===== src/rtl/bank_pkg.sv =====
// Shared definitions for the bank transaction scheduler.
// Holds opcode and status encodings, FSM state encoding, datapath widths,
// the latched-transaction record and the opcode legality check.
package bank_pkg;

  localparam int unsigned OP_W   = 3;
  localparam int unsigned AMT_W  = 32;
  localparam int unsigned ACCT_W = 8;
  localparam int unsigned ST_W   = 2;

  // Opcodes; 3'b100..3'b111 are illegal and rejected without touching the bank.
  localparam logic [OP_W-1:0] OP_BALANCE  = 3'b000;
  localparam logic [OP_W-1:0] OP_WITHDRAW = 3'b001;
  localparam logic [OP_W-1:0] OP_TRANSFER = 3'b010;
  localparam logic [OP_W-1:0] OP_DEPOSIT  = 3'b011;

  // Response status codes.
  localparam logic [ST_W-1:0] ST_OK       = 2'b00;
  localparam logic [ST_W-1:0] ST_REJECT   = 2'b01;
  localparam logic [ST_W-1:0] ST_TIMEOUT  = 2'b10;
  localparam logic [ST_W-1:0] ST_BANK_ERR = 2'b11;

  // Scheduler FSM encoding.
  localparam logic [1:0] FSM_IDLE  = 2'd0;
  localparam logic [1:0] FSM_ISSUE = 2'd1;
  localparam logic [1:0] FSM_WAIT  = 2'd2;
  localparam logic [1:0] FSM_RESP  = 2'd3;

  // Command latched from the winning requester and presented to the datapath.
  typedef struct packed {
    logic [OP_W-1:0]   op;
    logic [AMT_W-1:0]  amount;
    logic [ACCT_W-1:0] account;
  } txn_t;

  function automatic logic op_is_legal(input logic [OP_W-1:0] op);
    return (op == OP_BALANCE) || (op == OP_WITHDRAW) ||
           (op == OP_TRANSFER) || (op == OP_DEPOSIT);
  endfunction

endpackage


===== src/rtl/rr_arbiter.sv =====
// Combinational round-robin arbiter.
// Grants the first asserted request found searching upward from ptr_i,
// wrapping modulo NUM_REQ.
//   req_i      request vector
//   ptr_i      highest-priority index for this decision
//   gnt_o      one-hot grant (all zero when no request)
//   gnt_idx_o  binary index of the granted requester
//   valid_o    at least one request present
module rr_arbiter #(
  parameter int unsigned NUM_REQ = 4,
  parameter int unsigned IDX_W   = (NUM_REQ > 1) ? $clog2(NUM_REQ) : 1
) (
  input  logic [NUM_REQ-1:0] req_i,
  input  logic [IDX_W-1:0]   ptr_i,
  output logic [NUM_REQ-1:0] gnt_o,
  output logic [IDX_W-1:0]   gnt_idx_o,
  output logic               valid_o
);

  logic        found;
  int unsigned j;

  always_comb begin
    gnt_o     = '0;
    gnt_idx_o = '0;
    found     = 1'b0;
    j         = 0;
    for (int unsigned i = 0; i < NUM_REQ; i++) begin
      j = (32'(ptr_i) + i) % NUM_REQ;
      if (!found && req_i[j]) begin
        found     = 1'b1;
        gnt_o[j]  = 1'b1;
        gnt_idx_o = IDX_W'(j);
      end
    end
  end

  assign valid_o = |req_i;

endmodule


===== src/rtl/bank_txn_scheduler.sv =====
// Bank transaction scheduler: shares one bank datapath between NUM_REQ requesters.
// Arbitrates round-robin, latches the winner's command onto bank_*, strobes
// bank_start, waits for bank_done or a timeout, then returns balance/status to
// the winner and holds it until accepted.
//   req_valid/req_ready/req_op/req_amount/req_account  requester command side
//   rsp_valid/rsp_ready/rsp_balance/rsp_status          requester response side
//   bank_operation/bank_amount/bank_account_id/bank_start  datapath command
//   bank_done/bank_balance/bank_error                   datapath completion
module bank_txn_scheduler
  import bank_pkg::*;
#(
  parameter int unsigned NUM_REQ        = 4,
  parameter int unsigned TIMEOUT_CYCLES = 16
) (
  input  logic                      clk,
  input  logic                      reset,
  input  logic [NUM_REQ-1:0]        req_valid,
  output logic [NUM_REQ-1:0]        req_ready,
  input  logic [OP_W*NUM_REQ-1:0]   req_op,
  input  logic [AMT_W*NUM_REQ-1:0]  req_amount,
  input  logic [ACCT_W*NUM_REQ-1:0] req_account,
  output logic [NUM_REQ-1:0]        rsp_valid,
  input  logic [NUM_REQ-1:0]        rsp_ready,
  output logic [AMT_W-1:0]          rsp_balance,
  output logic [ST_W-1:0]           rsp_status,
  output logic [OP_W-1:0]           bank_operation,
  output logic [AMT_W-1:0]          bank_amount,
  output logic [ACCT_W-1:0]         bank_account_id,
  output logic                      bank_start,
  input  logic                      bank_done,
  input  logic [AMT_W-1:0]          bank_balance,
  input  logic                      bank_error
);

  localparam int unsigned IDX_W = (NUM_REQ > 1) ? $clog2(NUM_REQ) : 1;
  localparam int unsigned CNT_W = 8;

  logic [1:0]         state_q, state_d;
  logic [IDX_W-1:0]   rr_ptr_q, rr_ptr_d;
  logic [NUM_REQ-1:0] gnt_q, gnt_d;
  logic [CNT_W-1:0]   cnt_q, cnt_d, cnt_inc;
  txn_t               txn_q, txn_d;
  logic               bank_start_q, bank_start_d;
  logic [NUM_REQ-1:0] rsp_valid_q, rsp_valid_d;
  logic [AMT_W-1:0]   rsp_balance_q, rsp_balance_d;
  logic [ST_W-1:0]    rsp_status_q, rsp_status_d;
  logic [NUM_REQ-1:0] req_ready_c;

  logic [NUM_REQ-1:0] arb_gnt;
  logic [IDX_W-1:0]   arb_idx;
  logic               arb_valid;
  txn_t               sel_txn;

  rr_arbiter #(
    .NUM_REQ (NUM_REQ),
    .IDX_W   (IDX_W)
  ) u_rr_arbiter (
    .req_i     (req_valid),
    .ptr_i     (rr_ptr_q),
    .gnt_o     (arb_gnt),
    .gnt_idx_o (arb_idx),
    .valid_o   (arb_valid)
  );

  // Command fields of the current arbitration winner.
  always_comb begin
    sel_txn.op      = req_op[OP_W*arb_idx +: OP_W];
    sel_txn.amount  = req_amount[AMT_W*arb_idx +: AMT_W];
    sel_txn.account = req_account[ACCT_W*arb_idx +: ACCT_W];
  end

  assign cnt_inc = cnt_q + CNT_W'(1);

  always_comb begin
    state_d       = state_q;
    rr_ptr_d      = rr_ptr_q;
    gnt_d         = gnt_q;
    cnt_d         = cnt_q;
    txn_d         = txn_q;
    bank_start_d  = 1'b0;
    rsp_valid_d   = rsp_valid_q;
    rsp_balance_d = rsp_balance_q;
    rsp_status_d  = rsp_status_q;
    req_ready_c   = '0;

    case (state_q)
      FSM_IDLE: begin
        if (arb_valid) begin
          req_ready_c = arb_gnt;
          txn_d       = sel_txn;
          gnt_d       = arb_gnt;
          rr_ptr_d    = (arb_idx == IDX_W'(NUM_REQ - 1)) ? '0 : arb_idx + IDX_W'(1);
          if (op_is_legal(sel_txn.op)) begin
            bank_start_d = 1'b1;
            state_d      = FSM_ISSUE;
          end else begin
            // Illegal opcodes never reach the datapath.
            rsp_valid_d   = arb_gnt;
            rsp_balance_d = '0;
            rsp_status_d  = ST_REJECT;
            state_d       = FSM_RESP;
          end
        end
      end

      FSM_ISSUE: begin
        cnt_d   = '0;
        state_d = FSM_WAIT;
      end

      FSM_WAIT: begin
        cnt_d = cnt_inc;
        // Done is checked first so it wins over a coincident timeout.
        if (bank_done) begin
          rsp_valid_d   = gnt_q;
          rsp_balance_d = bank_balance;
          rsp_status_d  = bank_error ? ST_BANK_ERR : ST_OK;
          state_d       = FSM_RESP;
        end else if (cnt_inc == CNT_W'(TIMEOUT_CYCLES)) begin
          rsp_valid_d   = gnt_q;
          rsp_balance_d = '0;
          rsp_status_d  = ST_TIMEOUT;
          state_d       = FSM_RESP;
        end
      end

      FSM_RESP: begin
        // rsp_valid_q is one-hot on the winner, so other rsp_ready bits are masked.
        if (|(rsp_valid_q & rsp_ready)) begin
          rsp_valid_d = '0;
          state_d     = FSM_IDLE;
        end
      end

      default: state_d = FSM_IDLE;
    endcase
  end

  always_ff @(posedge clk or posedge reset) begin
    if (reset) begin
      state_q       <= FSM_IDLE;
      rr_ptr_q      <= '0;
      gnt_q         <= '0;
      cnt_q         <= '0;
      txn_q         <= '0;
      bank_start_q  <= 1'b0;
      rsp_valid_q   <= '0;
      rsp_balance_q <= '0;
      rsp_status_q  <= '0;
    end else begin
      state_q       <= state_d;
      rr_ptr_q      <= rr_ptr_d;
      gnt_q         <= gnt_d;
      cnt_q         <= cnt_d;
      txn_q         <= txn_d;
      bank_start_q  <= bank_start_d;
      rsp_valid_q   <= rsp_valid_d;
      rsp_balance_q <= rsp_balance_d;
      rsp_status_q  <= rsp_status_d;
    end
  end

  // req_ready is combinational from req_valid; force it low while reset is held.
  assign req_ready       = reset ? '0 : req_ready_c;
  assign rsp_valid       = rsp_valid_q;
  assign rsp_balance     = rsp_balance_q;
  assign rsp_status      = rsp_status_q;
  assign bank_operation  = txn_q.op;
  assign bank_amount     = txn_q.amount;
  assign bank_account_id = txn_q.account;
  assign bank_start      = bank_start_q;

endmodule

===== config.mk =====
export PLATFORM = sky130hd
export DESIGN_NAME = bank_txn_scheduler
export DESIGN_NICKNAME = d
export VERILOG_FILES = /design/src/rtl/bank_pkg.sv /design/src/rtl/rr_arbiter.sv /design/src/rtl/bank_txn_scheduler.sv
export SDC_FILE = /design/constraint.sdc
export NUM_CORES = 1
export LEC_CHECK = 0
export ABC_AREA = 1
export BUFFER_PORTS_ARGS = -buffer_cell sky130_fd_sc_hd__buf_2
export CAP_MARGIN = 20
export CORE_ASPECT_RATIO = 0.6
export CORE_UTILIZATION = 50
export DETAILED_ROUTE_END_ITERATION = 10
export PLACE_DENSITY = 0.83
export RECOVER_POWER = 25
export SETUP_SLACK_MARGIN = 0.4
export SLEW_MARGIN = 40
export SYNTH_ARGS = -nofsm -noshare
export SYNTH_HDL_FRONTEND = slang
export SYNTH_SLANG_ARGS = --single-unit

===== constraint.sdc =====
create_clock -name clk -period 6.9 [get_ports clk]
set_input_delay 1.38 -clock clk [delete_from_list [all_inputs] [get_ports clk]]
set_output_delay 1.38 -clock clk [all_outputs]
set_load 0.01 [all_outputs]

=== Word level (Yosys, flattened, before mapping) ===
Cells that the tools add are included.

* Flip-flop bits (word level): 98
* Latch bits: 0
* Memory bits (writable): 0
* Memory bits (read-only): 0
* Bits of input ports: 216
* Logic and storage cells: 126
* Memories kept: 0

* Add/subtract/negate cells: 5
* Multiply operators: 1
* Div/mod/pow operators: 0
* Magnitude comparators: 8
* Equal/unequal tests: 12
* Shifts and indexed selects: 3
* Muxes and demuxes: 58
* Bitwise operators: 4
* Reductions and logical operators: 24

{| class="wikitable"
|+ Operators by type and width
! kind !! count
|-
| two-way mux 32 bit || 4
|-
| variable part select 128 x 8 -> 32 bit || 1
|-
| one-hot mux 32 bit (2 select lines) || 1
|-
| two-way mux 4 bit || 12
|-
| variable part select 32 x 6 -> 8 bit || 1
|-
| two-way mux 2 bit || 15
|-
| one-hot mux 8 bit (2 select lines) || 1
|-
| two-way mux 1 bit || 14
|-
| less-than comparator 2 x 3 -> 1 bit (second input constant) || 4
|-
| bitwise OR 4 bit || 3
|-
| one-hot mux 4 bit (3 select lines) || 1
|-
| variable part select 12 x 5 -> 3 bit || 1
|-
| adder 8 x 1 -> 8 bit (second input constant) || 1
|-
| binary-select mux 1 bit (select 2 bit) || 4
|-
| demux 1 bit (select 2 bit) || 4
|-
| == test 8 x 5 -> 1 bit (second input constant) || 1
|-
| >= comparator 2 x 1 -> 1 bit (second input constant) || 4
|-
| one-hot mux 2 bit (4 select lines) || 1
|-
| OR reduction 4 bit || 2
|-
| logical AND 1 bit || 7
|-
| == test 2 bit (second input constant) || 3
|-
| == test 3 x 2 -> 1 bit (second input constant) || 2
|-
| inequality test 2 bit (second input constant) || 3
|-
| AND reduction 5 bit || 1
|-
| other kinds (17) || 24
|}

=== Longest topological paths before layout ===
Gate-level depths: netlist of the first run.

* Word-level depth: 21
* Mapped depth: 19
* Mapped depth without buffers: 17

=== By module ===
A second synthesis of the first run with hierarchy kept.

* Cells, all modules: 878
* Area total of the unflattened synthesis: 6014.5 um^2

{| class="wikitable"
|+ By module, submodules not included
! module !! instances !! cells each !! area each (um^2) !! seq. area each (um^2)
|-
| bank_txn_scheduler || 1 || 804 || 5569.1 || 2452.4
|-
| rr_arbiter || 1 || 74 || 445.4 || 0.0
|}

=== Worst setup path after synthesis of the first run ===
No wires, ideal clock.

* Path type: in2out
* Start: in req_valid[3]
* End: out req_ready[0]
* Arrival time: 2.574 ns
* Setup slack: 2.946 ns
* Cell stages on the path: 10
* Cell sequence: inv_1 nand2_1 nand3_1 nand2_4 nor2_4 nand3_1 o21ai_0 a21oi_1 or2_2 nor2_1

* Cells in the longest elaborated chain, start to end: 15
* Elaborated cells between the ends (all ways): 28

{| class="wikitable"
|+ Ends and longest elaborated chain
! element !! line !! source
|-
| start, declared || bank_txn_scheduler.sv:17 || <nowiki>input logic [NUM_REQ-1:0] req_valid,</nowiki>
|-
| binary-select mux 1 bit (select 2 bit) || rr_arbiter.sv:30 || <nowiki>if (!found && req_i[j]) begin</nowiki>
|-
| two-way mux 1 bit (implied by the code) || rr_arbiter.sv:30 ||
|-
| two-way mux 1 bit || rr_arbiter.sv:30 ||
|-
| zero test 1 bit || rr_arbiter.sv:30 ||
|-
| logical AND 1 bit || rr_arbiter.sv:30 ||
|-
| two-way mux 1 bit || rr_arbiter.sv:30 ||
|-
| zero test 1 bit || rr_arbiter.sv:30 ||
|-
| logical AND 1 bit || rr_arbiter.sv:30 ||
|-
| two-way mux 1 bit || rr_arbiter.sv:30 ||
|-
| zero test 1 bit || rr_arbiter.sv:30 ||
|-
| logical AND 1 bit || rr_arbiter.sv:30 ||
|-
| two-way mux 4 bit || rr_arbiter.sv:30 ||
|-
| two-way mux 4 bit * || bank_txn_scheduler.sv:88 || <nowiki>if (arb_valid) begin</nowiki>
|-
| two-way mux 4 bit * || bank_txn_scheduler.sv:86 || <nowiki>case (state_q)</nowiki>
|-
| two-way mux 4 bit * || bank_txn_scheduler.sv:164 || <nowiki>assign req_ready = reset ? '0 : req_ready_c;</nowiki>
|-
| end, declared || bank_txn_scheduler.sv:18 || <nowiki>output logic [NUM_REQ-1:0] req_ready,</nowiki>
|}

Mark *: on every way between the ends. The rest lies on a longest branch, timed or not. The select of a mux whose other input is x is not followed.

=== Final worst setup path of the first run ===
* Start: in req_valid[3]
* End: out req_ready[3]

The elaborated chain is that of the path after synthesis.

==> out/summary.txt, run 1 <==
Sequential fraction of the synthesis area = 40.4%
DRC violations left = 0
Share of layout cells above drive strength 1 = 31.7%
DP HPWL = 13900 um
Synth top area share = 40.4%
Placed insts = 1238
Startpoint Class = input port
Mapped Area = 6070 um^2
Mapped Cells = 823
Worst Path Buf+Inv = 3
DP Area = 7600 um^2
CTS tree = built
Hold crit path type = register to register
Initial antenna violation count = 2
Die area = 12600 um^2
PwrDens = 529 nW/um^2
Dpl ws = 2.58 ns
Clk slew on worst S/H paths = 0.07 ns
Synthesized net count = 1048
Total wire length = 18500 um
Top cells by count, synth = nand2_1, inv_1, dfrtp_1, nor2_1, nand3_1
CP Class = input port to primary output
All-layer global routing usage = 30.4%
H-tree depth = 3
Worst Setup SP = req_valid[3]
Post-CTS Setup Inserts = 0
CTS resizes = 0
EDFF count, synth = 0
Clk root buf = clkbuf_16
Hold Path Stages = 2
Fin area = 7930 um^2
Slew Limit Fails = 37
Reg2Reg Launch Point = rr_ptr_q[0]$_DFFE_PP0P_
Slowest cell on crit path = or2_2
Max_cap viols = 1
Die height = 87.4 um
Largest net degree at the start of global routing = 131
R2R setup slack = 3.19 ns
Fmax = 229 MHz
Setup-failing EPs final = 0
Failing checks = max-capacitance violations, max-slew violations
Crit-path cells = buf_2 > inv_1 > nand2_1 > nand3_1 > nand2_4 > nor2_4 > nand3_1 > o21ai_0 > a21oi_1 > or2_2 > nor2_1 > buf_2
Yosys reg bits = 98
Layout Skew = 0.00661 ns
Yosys synthesis warning count = 0
Input/output buffers = 301
CP max FO = 5
First DRT Iteration DRCs = 339
Unique masters post-synth = 33
Worst-case reg-to-reg path depth = 17
RSZ-0062 raised after global routing = false
CORE AREA = 11600 um^2
FF-to-FF End = rsp_balance[11]$_DFFE_PP0P_
Setup ws final = 2.53 ns
DRT Pass-1 Iters = 6
Die width = 144 um
Peak VDD IR = 0.000429 V
Leak Pwr = 4.31 nW
Top_reg_cell synth = dfrtp_1
Hold buffer count at cts = 0
Fin crit share = 63.3%
Arrival time of the worst setup path = 2.99 ns
Total Neg Setup Slack = 0 ns
CP Capture Type = primary output
Setup crit end = req_ready[3]
Tightest Pin Transition = 1.65 ns
Tmin final = 4.37 ns
Post-DRT Antenna Nets = 0
I/O Pins = 302
Synth-to-layout area growth = 30.6%
CP max stage delay = 0.30 ns
Maximum root-to-sink buffer count = 2
Fin. Hold Viols = 0
Top-count cell post-synth = nand2_1
Leading area contributor after synthesis = dfrtp_1
Vias per cell = 5.18
Non-Filler Instances = 1255
CP top delay family = simple AND/OR/NAND/NOR gates
Tot Pwr = 4.20 mW
Total grt overflow = 0
DR WL/cell = 14.8 um
First-pass GRT wire length = 29800 um
Skew-Pair Late Insertion Delay = 0.34 ns
Via count = 6502
Max_slew headroom = -10.9%
Share of synthesized registers carrying an async set or reset = 100%
Vias in the first global route = 6019
Initial Utilization = 52.5%
Total CTS buffers = 9
Mean Syn Cell Area = 7.38 um^2
Final RePlAce weighted congestion = 0.909
Row count = 30
Nets = 1314
Status = finished with violations
Area contributors post-synth = dfrtp_1, nand2_1, inv_1, nor2_1, o211ai_1
Clock Sinks = 98
Crit. path cell count = 12
Critical path data required time = 5.52 ns
## cell families (layout without fill, tap and decap cells)
family	after synthesis	after routing	synth area share (%)
flops	98	98	40.4
other cells	0	2	0
xor+xnor	3	3	0.433
buf+inv	161	431	11.4
fa+ha+maj	9	9	1.85
compound gates	204	204	19.8
simple gates	348	348	26.2
## cell usage in the layout, fill, tap and decap left out, types with 3 or more instances in the layout
| master | n |
|---|---|
| or2_2 | 4 |
| or2_0 | 8 |
| o21ai_0 | 49 |
| dfrtp_1 | 98 |
| nand4_1 | 5 |
| nand3_1 | 59 |
| a31oi_1 | 41 |
| inv_2 | 3 |
| o22ai_1 | 8 |
| nand2_1 | 130 |
| a21oi_1 | 53 |
| nand2_2 | 4 |
| o211ai_1 | 42 |
| buf_2 | 300 |
| nor2_1 | 90 |
| inv_1 | 105 |
| nand3_2 | 3 |
| nand2_4 | 3 |
| xor2_1 | 3 |
| ha_1 | 9 |
| nor2_4 | 3 |
| clkbuf_16 | 9 |
| or2_1 | 34 |
| o21ai_1 | 8 |
## sequential cells by signal (all words and copies together) (netlist names)
register	flops
bank_amount	32
rsp_balance	32
bank_account_id	8
cnt_q	8
gnt_q	4
rsp_valid	4
bank_operation	3
rr_ptr_q	2
rsp_status	2
state_q	2
bank_start	1
## routing by layer
metal | up-vias | global-route usage (%) | wire (um)
met4 | 0 | 9.95 | 515
met2 | 277 | 48.0 | 8320
met3 | 45 | 7.15 | 1510
li1 | 3247 | - | -
met5 | - | 0 | 0
met1 | 2933 | 41.3 | 8180
## metrics by stage
step | hold slack (ns) | util (%)
detailed placement | 0.455 | 65.8
floorplan | 0.475 | -
CTS | 0.471 | 68.5
finish | 0.472 | 68.6
global placement | 0.451 | 65.3
global route | 0.496 | 68.6
## how the worst min path moves through the flow
| stage | start | to | slack, ns |
|---|---|---|---|
| global placement | rsp_balance[2]$_DFFE_PP0P_ | rsp_balance[2]$_DFFE_PP0P_ | 0.45 |
| finish | rsp_balance[1]$_DFFE_PP0P_ | rsp_balance[1]$_DFFE_PP0P_ | 0.47 |
| CTS | rsp_balance[30]$_DFFE_PP0P_ | rsp_balance[30]$_DFFE_PP0P_ | 0.47 |
| detailed placement | rsp_balance[30]$_DFFE_PP0P_ | rsp_balance[30]$_DFFE_PP0P_ | 0.45 |
| global route | rsp_balance[23]$_DFFE_PP0P_ | rsp_balance[23]$_DFFE_PP0P_ | 0.50 |
| floorplan | cnt_q[1]$_DFFE_PP0P_ | cnt_q[1]$_DFFE_PP0P_ | 0.48 |
## power breakdown
part	switching, mW	internal [mW]
sequential	0.114	0.781
clock	0.218	0.318
combinational	1.84	0.929
total	2.17	2.03
## worst register-to-register path, stage by stage, from the launching register on
cell	delay (ns)
dfrtp_1	0.62
inv_6	0.10
ha_1	0.42
inv_2	0.08
nand3_1	0.08
nand2_1	0.12
nor2_4	0.19
nand2_1	0.06
nand2_1	0.06
nand2_1	0.15
nand2_8	0.48
nand2_1	0.15
nand3_2	0.11
nand3_2	0.10
nand2_4	0.31
nand2_4	0.31
nand2_1	0.16
nand2_1	0.07
## final cells by class
class                           instances  area (um^2)
Fill cell                            1053         3630
Inverter                              110          419
Sequential cell                        98         2450
Clock inverter                          6         91.3
Timing Repair Buffer                  306         1570
Multi-Input combinational cell        564         2970
Tap cell                              160          200
Antenna cell                            2         5.00
Clock buffer                            9          225
No activity file was read; power rests on OpenSTA's default activity.
==> inputs of run 2 (changes only) <==
ABC_AREA = 0   (was 1)
CORE_UTILIZATION = 42   (was 50)
PLACE_DENSITY = 0.74   (was 0.83)
clock period = 3.8 ns   (was 6.9 ns; I/O delays follow)
==> out/summary.txt, run 2 <==
Clock Power Share = 12.5%
Critical path data required time = 3.04 ns
Synth-to-layout area growth = 34.8%
Arrival time of the worst setup path = 2.58 ns
Setup-failing EPs final = 0
Nets = 1094
Total grt overflow = 0
Die height = 94.9 um
Top cells by count, synth = dfrtp_1, mux2i_1, nand2_1, mux2_2, o21ai_1
Hold Path Stages = 2
Leading area contributor after synthesis = dfrtp_1
Synth top area share = 40.6%
Die width = 157 um
Vias in the first global route = 5000
Tightest Pin Transition = 2.45 ns
Final-layout fill cell count = 1193
Diodes inserted = 0
Non-Filler Instances = 1066
Clk root buf = clkbuf_16
DRT Pass-1 Iters = 4
Tot Pwr = 7.23 mW
Mapped Area = 6040 um^2
Max_slew headroom = -63.4%
DRC violations left = 0
EDFF count, synth = 0
Top_reg_cell synth = dfrtp_1
Vias per cell = 5.28
Sequential fraction of the synthesis area = 40.6%
Area contributors post-synth = dfrtp_1, mux2i_1, mux2_2, a22o_1, nand2_1
Total wire length = 17200 um
Largest net degree at the start of global routing = 65
Total Neg Setup Slack = 0 ns
Startpoint Class = register
Post-DRT Antenna Nets = 0
Fmax = 300 MHz
Yosys synthesis warning count = 0
Most common cell after layout, fill and taps aside = buf_2
Row count = 33
Most frequent cells in the layout = buf_2, dfrtp_1, mux2i_1
CP max FO = 6
Clock Sinks = 98
Leak Pwr = 4.26 nW
DR WL/cell = 16.2 um
Clk slew on worst S/H paths = 0.08 ns
Maximum root-to-sink buffer count = 2
Unique masters post-synth = 59
Initial Utilization = 43.7%
Initial antenna violation count = 0
Worst-case reg-to-reg path depth = 11
First DRT Iteration DRCs = 351
Setup crit end = req_ready[1]
Switching Fraction = 43.0%
PwrDens = 888 nW/um^2
Comb pwr share = 62.9%
H-tree depth = 3
Max_cap viols = 1
CTS tree = built
Top-count cell post-synth = dfrtp_1
Part of the power in registers = 24.6%
Total CTS buffers = 9
Worst Setup SP = rr_ptr_q[0]$_DFFE_PP0P_
Skew-Pair Late Insertion Delay = 0.34 ns
Peak VDD IR = 0.000401 V
R2R setup slack = 0.64 ns
I/O Pins = 302
CP Capture Type = primary output
Yosys reg bits = 98
Slew Limit Fails = 64
Via count = 5629
CP Class = register to primary output
CORE AREA = 13800 um^2
RSZ-0062 raised after global routing = true
First-pass GRT wire length = 25100 um
All-layer global routing usage = 21.7%
Reg2Reg Launch Point = rr_ptr_q[0]$_DFFE_PP0P_
Failing checks = max-capacitance violations, max-slew violations
P_sw = 3.11 mW
Die area = 14900 um^2
Final RePlAce weighted congestion = 0.872
Input/output buffers = 301
Hold crit path type = register to register
Core Util, Final = 58.9%
Placed insts = 1043
Fin. Hold Viols = 0
Internal = 4.12 mW
Status = finished with violations
Hold buffer count at cts = 0
DP HPWL = 13100 um
Tmin final = 3.34 ns
Layout Skew = 0.00987 ns
Mapped Cells = 577
Mean Syn Cell Area = 10.5 um^2
Synthesized net count = 802
Share of synthesized registers carrying an async set or reset = 100%
Fin crit share = 87.8%
FF-to-FF End = rsp_balance[17]$_DFFE_PP0P_
Share of layout cells above drive strength 1 = 46.9%
-- run 2: power by group through the flow --
stage                     clock [mW]  sequential, mW  combinational [mW]
after floorplan                    0            1.94                3.05
after global placement             0            1.78                4.22
after detailed placement           0            1.78                4.34
after CTS                      0.932            1.77                4.40
after global routing           0.969            1.83                4.94
final                          0.901            1.78                4.55
-- run 2: routing by layer --
layer	GRT usage, %	vias up	part of all wire (%)
met2	34.9	202	47
met3	6.06	14	7.1
met5	0	-	0
met4	4.58	0	0.95
met1	29.2	2706	45
li1	-	2707	-
-- run 2: worst max-delay path: stages (launching register included) --
cell and delay [ns]:
dfrtp_1 0.37, inv_2 0.09, ha_4 0.31, mux4_2 0.64, nor2b_4 0.18, buf_6 0.12
a221oi_2 0.05, a2bb2oi_2 0.18, nor3_1 0.13, buf_2 0.16
-- run 2: metrics by stage --
stage / setup WS, ns / hold slack [ns] / instance area [um^2]
after detailed placement: 0.510 / 0.465 / 7710
after CTS: 0.433 / 0.481 / 8040
after floorplan: 0.475 / 0.450 / 6040
final: 0.464 / 0.474 / 8140
after global placement: 0.650 / 0.459 / 7700
after global routing: 0.384 / 0.509 / 8140
-- run 2: cell type report --
class / instances / area [um^2] / share of cell area, %
Multi-Input combinational cell: 414 / 3340 / 41.0
Clock inverter: 7 / 72.6 / 0.891
Sequential cell: 98 / 2450 / 30.1
Inverter: 23 / 86.3 / 1.06
Tap cell: 192 / 240 / 2.95
Clock buffer: 9 / 225 / 2.77
Timing Repair Buffer: 323 / 1730 / 21.2
-- run 2: how the worst min path moves through the flow --
stage / slack [ns] / start / to
finish: 0.47 / bank_amount[30]$_DFFE_PP0P_ / bank_amount[30]$_DFFE_PP0P_
global route: 0.51 / bank_amount[30]$_DFFE_PP0P_ / bank_amount[30]$_DFFE_PP0P_
CTS: 0.48 / bank_amount[30]$_DFFE_PP0P_ / bank_amount[30]$_DFFE_PP0P_
detailed placement: 0.46 / bank_amount[30]$_DFFE_PP0P_ / bank_amount[30]$_DFFE_PP0P_
global placement: 0.46 / bank_amount[29]$_DFFE_PP0P_ / bank_amount[29]$_DFFE_PP0P_
floorplan: 0.45 / gnt_q[0]$_DFFE_PP0P_ / gnt_q[0]$_DFFE_PP0P_
-- run 2: cells by family after synthesis --
| logic type | count (synthesis) | share of synthesized area (%) |
|---|---|---|
| AO/OA/AOI/OAI | 142 | 17.9 |
| XOR/XNOR | 1 | 0.145 |
| adder cells (fa/ha/maj) | 9 | 1.86 |
| buffers and inverters | 65 | 5.57 |
| flip-flops | 98 | 40.6 |
| multiplexers | 138 | 24.2 |
| AND/OR/NAND/NOR | 124 | 9.73 |
-- run 2: repair_timing --
| action | in CTS | in global routing |
|---|---|---|
| setup buffers | 0 | 6 |
| gates cloned | 0 | 0 |
| resized for setup | 7 | 10 |
| pin swaps | 0 | 1 |
| endpoints found under the setup margin | 4 | 4 |
